## src/rtl/imem_dmem_arbiter.sv

```systemverilog
// Arbiter sharing one single-port, synchronous-read memory between instruction fetch
// and the load/store unit. Data requests win, except when fetch has been starved.
module imem_dmem_arbiter #(
    parameter int AWIDTH   = 12,
    parameter int MAX_WAIT = 4
) (
    input  logic              clk,
    input  logic              rst,

    input  logic              if_valid,
    output logic              if_ready,
    input  logic [AWIDTH-1:0] if_addr,
    output logic              if_resp_valid,
    output logic [31:0]       if_rdata,

    input  logic              d_valid,
    output logic              d_ready,
    input  logic [AWIDTH-1:0] d_addr,
    input  logic [31:0]       d_wdata,
    input  logic [3:0]        d_wbe,
    output logic              d_resp_valid,
    output logic [31:0]       d_rdata,

    output logic              mem_en,
    output logic [3:0]        mem_we,
    output logic [AWIDTH-1:0] mem_addr,
    output logic [31:0]       mem_din,
    input  logic [31:0]       mem_dout
);

    localparam logic [3:0] WAIT_LIMIT = 4'(MAX_WAIT);

    logic [3:0] wait_cnt;
    logic       starve;
    logic       if_fire;
    logic       d_fire;

    // Once fetch has been denied MAX_WAIT times in a row it overrides data priority.
    assign starve   = (wait_cnt == WAIT_LIMIT);
    assign d_ready  = ~rst & d_valid & ~(if_valid & starve);
    assign if_ready = ~rst & if_valid & (~d_valid | starve);

    assign if_fire  = if_valid & if_ready;
    assign d_fire   = d_valid & d_ready;

    // NOTE: every output of a combinational block gets a default first, so no path
    // through the block leaves a value unassigned and a latch can never be inferred.
    always_comb begin
        mem_en   = 1'b0;
        mem_we   = 4'b0000;
        mem_addr = '0;
        mem_din  = '0;
        if (d_fire) begin
            mem_en   = 1'b1;
            mem_we   = d_wbe;
            mem_addr = d_addr;
            mem_din  = d_wdata;
        end else if (if_fire) begin
            mem_en   = 1'b1;
            mem_addr = if_addr;
        end
    end

    // NOTE: state registers use non-blocking assignments so every flop samples the
    // pre-edge values, independent of statement order inside the block.
    always_ff @(posedge clk) begin
        if (rst) begin
            wait_cnt      <= 4'd0;
            if_resp_valid <= 1'b0;
            d_resp_valid  <= 1'b0;
        end else begin
            if_resp_valid <= if_fire;
            d_resp_valid  <= d_fire;
            if (!if_valid || if_ready) begin
                wait_cnt <= 4'd0;
            end else if (wait_cnt < WAIT_LIMIT) begin
                wait_cnt <= wait_cnt + 4'd1;
            end
        end
    end

    // Read data comes straight from the memory; the resp_valid flags say whose it is.
    assign if_rdata = mem_dout;
    assign d_rdata  = mem_dout;

endmodule

```

## config.mk

```make
export PLATFORM = sky130hd
export DESIGN_NAME = imem_dmem_arbiter
export DESIGN_NICKNAME = d
export VERILOG_FILES = /design/src/rtl/imem_dmem_arbiter.sv
export SDC_FILE = /design/constraint.sdc
export NUM_CORES = 1
export LEC_CHECK = 0
export CAP_MARGIN = 20
export CORE_AREA = 5 5 80 82
export DETAILED_ROUTE_END_ITERATION = 16
export DIE_AREA = 0 0 85 87
export PLACE_DENSITY = 0.82
export SLEW_MARGIN = 15
export SYNTH_ARGS = -nofsm -noshare
export SYNTH_HDL_FRONTEND = slang
export SYNTH_SLANG_ARGS = --single-unit
```

## constraint.sdc

```tcl
create_clock -name clk -period 2.8 [get_ports clk]
set_clock_uncertainty 0.05 [all_clocks]
set_input_delay 0.7 -clock clk [delete_from_list [all_inputs] [get_ports clk]]
set_output_delay 0.7 -clock clk [all_outputs]
set_load 0.01 [all_outputs]
```

==> flow_summary.ini <==
[global_routing]
grt_use_total = 0.09037
grt_pass1_wl_um = 5409
grt_max_degree = 21
grt_pass1_vias = 1154
antenna_found_initial = 0
grt-ovfl-total = 0

[timing]
layout_setup_ws_ns = 0.05856
whs_ns = 0.4562
setup_viol = 0
finalSetupTns_ns = 0
timing.final.crit_share = 0.9791
fin_crit_ns = 2.741
maxSlewViolCount = 0
worst_pin_slew_ns = 0.2529
fmax_mhz = 364.8
finalHoldViolCount = 0
relSlewSlack = 0.8312
rsz0062_at_grt = no

[setup_path]
r2r_slack_ns = 1.43
path_max_fanout = 20
worstSetupPathType = in2out
startpoint_type = input port
worstPathRequired_ns = 2.05
end_kind = output port
cp.arrival_ns = 1.99

[synthesis]
yosysTopAreaCellShare = 0.4487
yosys.area.top_type = buf_4
ys_ff_latch = 6
synth_cell_types = 19
synth-xor-area-share = 0.007813
netlist_area_um2 = 1121
syn_area_per_cell_um2 = 7.575
synth_fp_nets = 246
synth-compound-area-share = 0.1417
synthTopCellsByArea = buf_4 45%, and2_1 20%, dfxtp_1 11%
synthMuxAreaShare = 0
synth_top_family_by_area = buffers and inverters
syn_inst = 148
synthSimpleGateAreaFrac = 0.2500
synthAdderAreaFrac = 0.02232
synth_seq_area_share = 0.1071
yosysWarnings = 0

[run]
drv_cap = 0

[cells_and_area]
drive_gt1_frac = 0.1262
fillCellCount = 613
layout_commonest_cell = clkdlybuf4s50_1
multi_input_area_um2 = 491.7
nets = 306
utilization = 0.3441
diodes = 0
stdcell_area_um2 = 1953
areaGrowthSynthToFinish_pct = 74.22
layout_common_cells = 63 x clkdlybuf4s50_1, 36 x and2_1, 24 x dlygate4sd2_1
final_cells = 281
regArea_um2 = 120.1

[cts]
cts.sinks = 6
clockRootBuffer = clkbuf_8
cts_max_path_buffers = 2
insertion_delay_ns = 0.23
cts_tree = built
cts_made_buffers = 3
postCtsHoldBufs = 0
cts.htree.levels = 1
clk_pin_slew_ns = 0.03

[drt]
drt_iter0_markers = 23
routed_wirelength_um = 3955
wire_per_inst_um = 14.07
postRouteAntennaNets = 0
num_vias = 1104
routed_via_density = 3.929
firstDrtPassIters = 4
drc = 0

[die]
die_h_um = 87
die_width_um = 85
rows = 28
start_util = 0.1975
die_area_um2 = 7395
core_um2 = 5675
ios = 213

[hold_path]
hold_class = reg2reg

[placement]
place_ws_ns = -0.4938
place_area_um2 = 1933
placed_cells = 274
gp_congestion = 0.8495
port_buffers = 116
dpl.hpwl_um = 3210

[power_and_ir_drop]
power_uw = 436.6
p_leak_nw = 0.8931
power.density_nw_per_um2 = 223.5
worst_ir_drop_vdd_v = 0.0001286

[run_status]
status = complete, no violations
-- power breakdown --
part	switching [mW]	internal [mW]	total, mW
Combinational	0.0703	0.145	0.215
Sequential	0.00109	0.0881	0.0892
Clock	0.0395	0.0925	0.132
-- area by class of cell --
cell class | count | share of cell area
Multi-Input combinational cell | 69 | 0.2518
Tap cell | 75 | 0.04805
Inverter | 3 | 0.005766
Sequential cell | 6 | 0.06150
Clock buffer | 3 | 0.02114
Timing Repair Buffer | 125 | 0.6118
-- cells by family after synthesis --
kind of cell | count (synthesis)
compound gates | 19
flops | 6
fa+ha+maj | 2
simple gates | 47
buf+inv | 73
xor+xnor | 1
-- critical path, stage by stage --
cell and delay, ns:
dlygate4sd2_1 0.26, nand2b_4 0.16, a41oi_4 0.20, buf_4 0.16, buf_12 0.14, a22o_1 0.14
clkdlybuf4s15_1 0.23
-- flip-flops by register name, summed over array words and instances, names as in the netlist --
signal	flops
wait_cnt	4
if_resp_valid	1
d_resp_valid	1
-- layer usage --
layer / track usage / routed length (um) / vias to the layer above
li1: - / - / 528
met1: 0.08094 / 1287 / 464
met2: 0.1780 / 2030 / 93
met3: 0.03974 / 560 / 19
met4: 0.03165 / 76 / 0
met5: 0 / 0 / -
-- what timing repair did --
item,CTS,global route
setup buffers,3,0
setup endpoints to repair,51,29
hold endpoints to repair,0,0
cloned,1,0
gates resized for setup,59,36
-- Yosys cell counts, drive strengths merged --
| cell type | instances |
|---|---|
| a21oi | 4 |
| a22o | 12 |
| a41oi | 2 |
| and2 | 36 |
| buf | 69 |
| clkbuf | 1 |
| dfxtp | 6 |
| ha | 2 |
| inv | 3 |
| nand2 | 1 |
| nand2b | 2 |
| nand3b | 1 |
| nand4b | 1 |
| nor2 | 6 |
| o21ai | 1 |
| xnor2 | 1 |
-- worst paths after layout --
kind,startpoint,end,cells after the start
max,rst,mem_addr[2],7
min,wait_cnt[1],wait_cnt[1],2
max reg2reg,wait_cnt[0],wait_cnt[1],5
min reg2reg,wait_cnt[1],wait_cnt[1],2
Power figures use the tool's default switching activity.
